`src/rtl/mem_arb_pkg.sv`:
```
// Shared types for the memory channel arbiter.
//   arb_state_e : FSM encoding (IDLE / ISSUE / WAIT), 2 bits.
//   arb_cmd_t   : latched command fields (index, write, burst, mask, data).
// The struct fields are sized by CMD_IDX_W / CMD_DATA_W; the arbiter's
// IDX_W / DATA_W parameters must not exceed these.
package mem_arb_pkg;

  localparam int CMD_IDX_W  = 19;
  localparam int CMD_DATA_W = 64;

  typedef enum logic [1:0] {
    IDLE  = 2'd0,
    ISSUE = 2'd1,
    WAIT  = 2'd2
  } arb_state_e;

  typedef struct packed {
    logic [CMD_IDX_W-1:0]  index;
    logic                  write;
    logic                  burst;
    logic [CMD_DATA_W-1:0] mask;
    logic [CMD_DATA_W-1:0] data;
  } arb_cmd_t;

endpackage

```
`src/rtl/mem_arb_picker.sv`:
```
// Combinational winner selection for the memory channel arbiter.
//   valid     : per-channel request valid
//   ptr       : round-robin start channel (ignored when ROUND_ROBIN = 0)
//   winner_oh : one-hot winner, all zero when nothing is valid
// ROUND_ROBIN = 0 : lowest channel index wins.
// ROUND_ROBIN = 1 : search starts at ptr and wraps modulo NUM_CH.
module mem_arb_picker #(
  parameter int NUM_CH      = 3,
  parameter int PTR_W       = 2,
  parameter bit ROUND_ROBIN = 1'b0
) (
  input  logic [NUM_CH-1:0] valid,
  input  logic [PTR_W-1:0]  ptr,
  output logic [NUM_CH-1:0] winner_oh
);

  always_comb begin
    int   start;
    int   idx;
    logic found;
    winner_oh = '0;
    found     = 1'b0;
    idx       = 0;
    start     = ROUND_ROBIN ? int'(ptr) : 0;
    if (start >= NUM_CH) start = 0;
    for (int k = 0; k < NUM_CH; k++) begin
      idx = start + k;
      if (idx >= NUM_CH) idx = idx - NUM_CH;
      // Constant inner index keeps the selects fixed-width.
      for (int j = 0; j < NUM_CH; j++) begin
        if (j == idx && !found && valid[j]) begin
          winner_oh[j] = 1'b1;
          found        = 1'b1;
        end
      end
    end
  end

endmodule

```
`src/rtl/mem_channel_arb.sv`:
```
// N-channel arbiter in front of a single-ported DDR model. One transaction
// is outstanding at a time: accept in IDLE, strobe the command in ISSUE,
// wait for ddr_operation_done in WAIT, then pulse rsp_done to the granted
// channel one cycle later.
//
// Handshake: a requester holds req_valid and its fields stable until its
// req_ready bit pulses (combinationally, in IDLE); the fields are latched at
// that clock edge and valid may drop the cycle after. Dropping valid before
// being granted is allowed.
//
// Ports:
//   clock, reset_n            clock, asynchronous active-low reset
//   req_valid/ready/write/burst, req_index/wmask/wdata (flattened, channel i
//                              at [i*W +: W])      requester side
//   rsp_done, rsp_rdata, rsp_burst_data          completion side
//   ddr_*                     DDR command/response side
//   dbg_state                 current FSM state (arb_state_e encoding)
//
// Build option: define MEM_ARB_ROUND_ROBIN_EN for round-robin arbitration;
// otherwise fixed priority (channel 0 highest) with no pointer register.
module mem_channel_arb
  import mem_arb_pkg::*;
#(
  parameter int NUM_CH  = 3,
  parameter int IDX_W   = CMD_IDX_W,
  parameter int DATA_W  = CMD_DATA_W,
  parameter int BURST_W = 512
) (
  input  logic                     clock,
  input  logic                     reset_n,
  input  logic [NUM_CH-1:0]        req_valid,
  output logic [NUM_CH-1:0]        req_ready,
  input  logic [NUM_CH-1:0]        req_write,
  input  logic [NUM_CH-1:0]        req_burst,
  input  logic [NUM_CH*IDX_W-1:0]  req_index,
  input  logic [NUM_CH*DATA_W-1:0] req_wmask,
  input  logic [NUM_CH*DATA_W-1:0] req_wdata,
  output logic [NUM_CH-1:0]        rsp_done,
  output logic [DATA_W-1:0]        rsp_rdata,
  output logic [BURST_W-1:0]       rsp_burst_data,
  output logic                     ddr_chip_enable,
  output logic [IDX_W-1:0]         ddr_index,
  output logic                     ddr_write_enable,
  output logic                     ddr_burst_mode,
  output logic [DATA_W-1:0]        ddr_write_mask,
  output logic [DATA_W-1:0]        ddr_write_data,
  input  logic [DATA_W-1:0]        ddr_read_data,
  input  logic [BURST_W-1:0]       ddr_burst_read_data,
  input  logic                     ddr_operation_done,
  input  logic                     ddr_ready,
  output logic [1:0]               dbg_state
);

  localparam int PTR_W = (NUM_CH > 1) ? $clog2(NUM_CH) : 1;

  arb_state_e          state_q, state_d;
  arb_cmd_t            cmd_q, cmd_sel;
  logic [NUM_CH-1:0]   grant_q, win_oh, rsp_done_q;
  logic [DATA_W-1:0]   rsp_rdata_q;
  logic [BURST_W-1:0]  rsp_burst_q;
  logic [PTR_W-1:0]    ptr;
  logic                accept;
  logic                done_seen;

`ifdef MEM_ARB_ROUND_ROBIN_EN
  localparam bit RR_EN = 1'b1;
  logic [PTR_W-1:0] ptr_q, ptr_nxt;

  // Pointer moves to the channel after the winner, wrapping to 0.
  always_comb begin
    ptr_nxt = ptr_q;
    for (int i = 0; i < NUM_CH; i++) begin
      if (win_oh[i]) ptr_nxt = (i == NUM_CH - 1) ? '0 : PTR_W'(i + 1);
    end
  end

  always_ff @(posedge clock or negedge reset_n) begin
    if (!reset_n)    ptr_q <= '0;
    else if (accept) ptr_q <= ptr_nxt;
  end

  assign ptr = ptr_q;
`else
  localparam bit RR_EN = 1'b0;
  assign ptr = '0;
`endif

  mem_arb_picker #(
    .NUM_CH      (NUM_CH),
    .PTR_W       (PTR_W),
    .ROUND_ROBIN (RR_EN)
  ) u_picker (
    .valid     (req_valid),
    .ptr       (ptr),
    .winner_oh (win_oh)
  );

  // No accept in the rsp_done cycle: a request seen then is taken the
  // following cycle, which sets the 4-cycle accept spacing. reset_n gates
  // the combinational ready so nothing is accepted while reset is held.
  assign accept = reset_n && (state_q == IDLE) && ddr_ready &&
                  (|req_valid) && !(|rsp_done_q);
  assign req_ready = accept ? win_oh : '0;
  assign done_seen = (state_q == WAIT) && ddr_operation_done;

  // Mux the winning channel's fields into a command record.
  always_comb begin
    cmd_sel = '0;
    for (int i = 0; i < NUM_CH; i++) begin
      if (win_oh[i]) begin
        cmd_sel.index[IDX_W-1:0] = req_index[i*IDX_W +: IDX_W];
        cmd_sel.write            = req_write[i];
        cmd_sel.burst            = req_burst[i];
        cmd_sel.mask[DATA_W-1:0] = req_wmask[i*DATA_W +: DATA_W];
        cmd_sel.data[DATA_W-1:0] = req_wdata[i*DATA_W +: DATA_W];
      end
    end
  end

  always_comb begin
    state_d = state_q;
    case (state_q)
      IDLE:    if (accept) state_d = ISSUE;
      ISSUE:   state_d = WAIT;
      WAIT:    if (ddr_operation_done) state_d = IDLE;
      default: state_d = IDLE;
    endcase
  end

  always_ff @(posedge clock or negedge reset_n) begin
    if (!reset_n) begin
      state_q     <= IDLE;
      grant_q     <= '0;
      cmd_q       <= '0;
      rsp_done_q  <= '0;
      rsp_rdata_q <= '0;
      rsp_burst_q <= '0;
    end else begin
      state_q    <= state_d;
      rsp_done_q <= '0;
      if (accept) begin
        grant_q <= win_oh;
        cmd_q   <= cmd_sel;
      end
      if (done_seen) begin
        rsp_done_q <= grant_q;
        if (!cmd_q.write) begin
          if (cmd_q.burst) rsp_burst_q <= ddr_burst_read_data;
          else             rsp_rdata_q <= ddr_read_data;
        end
      end
    end
  end

  assign rsp_done         = rsp_done_q;
  assign rsp_rdata        = rsp_rdata_q;
  assign rsp_burst_data   = rsp_burst_q;
  assign ddr_chip_enable  = (state_q == ISSUE);
  assign ddr_index        = cmd_q.index[IDX_W-1:0];
  assign ddr_write_enable = cmd_q.write;
  assign ddr_burst_mode   = cmd_q.burst & ~cmd_q.write;
  assign ddr_write_mask   = cmd_q.mask[DATA_W-1:0];
  assign ddr_write_data   = cmd_q.data[DATA_W-1:0];
  assign dbg_state        = state_q;

endmodule

```
`config.mk`:
```
export PLATFORM = sky130hd
export DESIGN_NAME = mem_channel_arb
export DESIGN_NICKNAME = d
export VERILOG_FILES = /design/src/rtl/mem_arb_pkg.sv /design/src/rtl/mem_arb_picker.sv /design/src/rtl/mem_channel_arb.sv
export SDC_FILE = /design/constraint.sdc
export NUM_CORES = 1
export LEC_CHECK = 0
export ABC_AREA = 0
export ABC_CLOCK_PERIOD_IN_PS = 3600
export BUFFER_PORTS_ARGS = -buffer_cell sky130_fd_sc_hd__buf_4
export CAP_MARGIN = 0
export CORE_AREA = 10 10 683 685
export DETAILED_ROUTE_END_ITERATION = 12
export DIE_AREA = 0 0 693 695
export PLACE_DENSITY = 0.3
export SKIP_LAST_GASP = 1
export SYNTH_ARGS = -nofsm -noshare
export SYNTH_HDL_FRONTEND = slang
export SYNTH_SLANG_ARGS = --single-unit
```
`constraint.sdc`:
```
create_clock -name clock -period 3.6 [get_ports clock]
set_clock_uncertainty 0.15 [all_clocks]
set_input_delay 0.72 -clock clock [delete_from_list [all_inputs] [get_ports clock]]
set_output_delay 0.72 -clock clock [all_outputs]
set_load 0.01 [all_outputs]
```
# [After elaboration in Yosys (flattened, before gate mapping)]
# Cells that the tools add are included.
[word_totals] regBits=733 inputBits=1030 out_inout_bits=734 word_cells=45
[op_classes] n_eq_ne=4 mux=12 bitwise=3 reduce_logical=16
[ops] op="two-way mux 149 bit" count=3
[ops] op="logical AND 1 bit" count=7
[ops] op="two-way mux 3 bit" count=2
[ops] op="case mux 2 bit (3 select lines)" count=1
[ops] op="AND reduction 3 bit" count=2
[ops] op="OR reduction 3 bit" count=2
[ops] op="two-way mux 1 bit" count=4
[ops] op="two-way mux 2 bit" count=2
[ops] op="!= test 2 bit (second input constant)" count=2
[ops] op="zero test 1 bit" count=3
[ops] op="== test 2 x 1 -> 1 bit (second input constant)" count=1
[ops] op="== test 2 bit (second input constant)" count=1
[ops] op="zero test 2 bit" count=1
[ops] op="NOT 1 bit" count=2
[ops] op="AND reduction 2 bit" count=1
[ops] op="AND 1 bit" count=1

# [Logic depth before layout (Yosys ltp)]
[depth] depth_word=8 ltp_mapped=6 ltp_nobuf=3

# [Hierarchy]
# From an unflattened synthesis, not the netlist that was laid out.
[hier_totals] cells_unflattened=2389 area_unflattened_um2=32102.0
[modules_own_cells] mod="mem_channel_arb" instances=1 cells_per_inst=2386 area_per_inst_um2=32075.8 seq_area_each_um2=18342.6
[modules_own_cells] mod="mem_arb_picker" instances=1 cells_per_inst=3 area_per_inst_um2=26.3 seq_area_each_um2=0.0

# [Worst setup path before layout]
# No wires, ideal clock.
[synth_timing] kind="input-to-output" startpoint="input port req_valid[0]" endpoint="output port req_ready[2]" t_arrival_ps=1663 t_required_ps=2730 path_slack_ps=1067 stages=5 n_path_buf=3 path_cell_list="clkbuf_1 -> clkbuf_1 -> clkbuf_1 -> nor2_1 -> and3_1"
[synth_via] elab_chain_len=8 word_cells_on_any_way=11 classes_between="4 x mux; 7 x reduce/logical"
[synth_lines] element="from (decl)" line_no="mem_channel_arb.sv:31" rtl="input logic [NUM_CH-1:0] req_valid,"
[synth_lines] element="two-way mux 1 bit" line_no="mem_arb_picker.sv:31" rtl="if (j == idx && !found && valid[j]) begin"
[synth_lines] element="zero test 1 bit"
[synth_lines] element="logical AND 1 bit" line_no="mem_arb_picker.sv:31"
[synth_lines] element="two-way mux 1 bit" line_no="mem_arb_picker.sv:31"
[synth_lines] element="zero test 1 bit"
[synth_lines] element="logical AND 1 bit" line_no="mem_arb_picker.sv:31"
[synth_lines] element="two-way mux 1 bit" line_no="mem_arb_picker.sv:31"
[synth_lines] element="two-way mux 3 bit *" line_no="mem_channel_arb.sv:103" rtl="assign req_ready = accept ? win_oh : '0;"
[synth_lines] element="to (decl)" line_no="mem_channel_arb.sv:32" rtl="output logic [NUM_CH-1:0] req_ready,"
# Mark *: on every way between the ends. The rest lies on a longest branch, timed or not.

# [Worst setup path after layout]
[layout_timing] startpoint="input port reset_n" endpoint="output port req_ready[2]"
[layout_via] elab_chain_len=5
[layout_lines] element="from (decl)" line_no="mem_channel_arb.sv:30" rtl="input logic reset_n,"
[layout_lines] element="logical AND 1 bit (3 in a row)" line_no="mem_channel_arb.sv:101" rtl="assign accept = reset_n && (state_q == IDLE) && ddr_ready &&"
[layout_lines] element="logical AND 1 bit" line_no="mem_channel_arb.sv:102" rtl="(|req_valid) && !(|rsp_done_q);"
[layout_lines] element="two-way mux 3 bit" line_no="mem_channel_arb.sv:103"
# Every way passes these cells.

==> results_dict.tcl <==
set metrics [dict create \
    cts_made_buffers 114 \
    start_util 0.07181 \
    max_slew_margin 0.4592 \
    cts_buffer_depth 4 \
    avgSynthCellArea_um2 13.58 \
    clock.fmax_mhz 293.9 \
    cts_setup_buffers 0 \
    synthMuxAreaShare 0.2523 \
    clkTransAtPathRegs_ns 0.06 \
    cts-resized-gates 0 \
    core_mm2 0.4518 \
    grtUsageMet3 0.09147 \
    finalCritPeriodShare 0.9450 \
    drcViolationCount 0 \
    io_buffer_count 1763 \
    postCtsHoldBufs 591 \
    ioPinCount 1764 \
    synth-seq-cells 733 \
    critical_path.max_fanout 5 \
    globalRouteTotalUtil 0.1426 \
    grtUsageMet1 0.1386 \
    vias 30490 \
    hold_class "in -> reg" \
    multiInputGateArea_mm2 0.01192 \
    finalSetupViolCount 0 \
    startpoint_type "input pin" \
    ys.warnings.count 0 \
    nets 5640 \
    cts_num_sinks 733 \
    syn-num-nets 3420 \
    syn-cell-area_mm2 0.03245 \
    p_per_area_mw_per_mm2 773.5 \
    worst_skew_pair.late_latency_ns 0.81 \
    synth_xor_area_frac 0 \
    grt_pass1_vias 32590 \
    worst_slew_pin_slew_ns 0.8112 \
    grt-ovfl-total 0 \
    worst-endpoint-arrival_ns 2.53 \
    crit_type "in -> out" \
    drt_iter0_drc 1656 \
    grtUsageMet2 0.2553 \
    worstPathRequired_ns 2.73 \
    status "completed" \
    fin_tns_setup_ns 0 \
    cts_tree "done" \
    grt_pass1_wl_um 435800 \
    n_fill_cell 51150 \
    finalMaxSlewViolations 0 \
    post_synth_num_cell_types 24 \
    dp_hpwl_um 321200 \
    period_minus_slack_ns 3.402 \
    antenna_found_initial 308 \
    wl_um 361200 \
    layout-drive-gt1-share 0.5655 \
    synth_top_family_by_area "multiplexers" \
    cts_htree_levels 3 \
    rrSetupSlack_ns 0.95 \
    p_leak_nw 26.72 \
    grt_max_degree 115 \
    die_area_mm2 0.4816 \
    synth-compound-area-share 0.04670 \
    crit_end "req_ready[2]" \
    area.sequential_mm2 0.01834 \
    synth_fa_ha_area_frac 0 \
    top_usage_layer "met2" \
    ys_seq_area_frac 0.5653 \
    critical_path.startpoint "reset_n" \
    syn_inst 2390 \
    rows 247 \
    p_total_w 0.04772 \
    first_pass_iters 5 \
    yosys.area_share.simple 0.06767 \
    cap_violations 0 \
    gp_congestion 0.9064 \
    rr_startpoint "dbg_state[0]" \
    critPathCaptureType "primary output" \
    vias_per_cell 2.839 \
    fp.dieH_um 695 \
    die_w_um 693 \
    hold_violations 0 \
    wl_per_cell_um 33.64 \
    worst_ir_drop_vdd_uv 424.1 \
    rsz0062_at_grt "false" \
    timing.rr.end "rsp_burst_data[320]" \
    cts_root_buf "clkbuf_16" \
    ant_nets 0 \
    area_growth_pct 90.14 \
    worstRegToRegCells 5 \
]
-- cell type report --
class / count / area share
multi-input combinational: 1346 / 0.1931
antenna: 62 / 0.002515
timing repair buffer: 2414 / 0.3236
tap: 5976 / 0.1212
inverter: 1 / 0.00006084
clock buffer: 160 / 0.05244
sequential: 733 / 0.2973
clock inverter: 46 / 0.009694
-- cell usage after synthesis --
master	instances	area, µm²
a21oi_1	299	1496
a31oi_1	1	6.260
and2_1	5	31.28
and3_1	3	18.77
and3b_1	1	8.760
buf_1	10	37.54
buf_2	18	90.09
buf_4	147	1104
buf_6	62	698.2
clkbuf_1	73	274.0
dfrtp_1	733	18340
inv_1	1	3.750
mux2_1	79	889.6
mux2_2	648	7297
nand2_1	1	3.750
nand3b_1	149	1119
nor2_1	2	7.510
nor2b_1	152	950.9
nor3b_1	1	7.510
nor3b_2	1	12.51
nor4b_4	1	23.77
o211ai_2	1	12.51
or2_1	1	6.260
or2_2	1	6.260
-- flip-flops by register name (all words and copies together) (netlist names) --
name and count:
ddr_write_enable 1, ddr_write_mask 64, grant_q 3, rsp_burst_data 512, ddr_write_data 64, rsp_rdata 64, dbg_state 2, rsp_done 3
cmd_q 1, ddr_index 19
-- power breakdown --
group	switching (W)	internal, W	leakage (nW)
sequential	0.00228	0.0120	9.11
combinational	0.0129	0.00873	15.7
clock	0.00479	0.00708	1.88
total	0.0199	0.0278	26.7
-- logic make-up (layout without fill, tap and decap cells) --
family                 count (synthesis)  in the layout
AO/OA/AOI/OAI                        301            301
buffers and inverters                311           2621
flip-flops                           733            733
multiplexers                         727            727
other                                  0             62
AND/OR/NAND/NOR                      318            318
-- per-layer routing --
metal / wire, µm / part of all wire / vias up
met5: 630 / 0.0017 / -
met4: 9715 / 0.027 / 100
met1: 119900 / 0.33 / 15210
met2: 179700 / 0.50 / 1744
met3: 51290 / 0.14 / 621
li1: - / - / 12810
-- layout by cell type, fill, tap and decap left out, types with 25 or more instances in the layout --
master	Yosys	routed
dfrtp_1	733	733
buf_12	0	27
dlygate4sd3_1	0	591
diode_2	0	62
nand3b_1	149	149
buf_4	147	1792
a21oi_1	299	299
nor2b_1	152	152
clkbuf_1	73	25
clkbuf_16	0	114
mux2_1	79	79
mux2_2	648	648
-- worst min-delay path by stage --
| stage | from | endpoint | depth (start not counted) |
|---|---|---|---|
| finish | req_wmask[25] | ddr_write_mask[25] | 4 |
| detailed placement | ddr_write_mask[18] | ddr_write_mask[18] | 1 |
| floorplan | reset_n | cmd_q[128] | 0 |
| global route | req_wdata[57] | ddr_write_data[57] | 4 |
| global placement | ddr_write_data[47] | ddr_write_data[47] | 1 |
| CTS | req_wmask[21] | ddr_write_mask[21] | 4 |
-- stage by stage --
stage	hold slack [ns]	utilization	std cells	cell area, µm²	setup slack [ns]
finish	0.1115	0.1366	10740	61700	0.1981
detailed placement	0.3322	0.1146	9879	51790	0.4844
global route	0.08971	0.1364	10710	61610	0.05533
global placement	0.3284	0.1146	9879	51790	0.4940
CTS	0.006608	0.1362	10680	61540	0.1528
floorplan	0.2744	-	2390	32450	1.067
-- worst max-delay path: stages --
cell           delay, ns
dlygate4sd3_1       0.58
buf_8               0.22
nor3b_2             0.41
and2_1              0.22
and3_1              0.17
buf_4               0.14
Power figures use the tool's default switching activity.
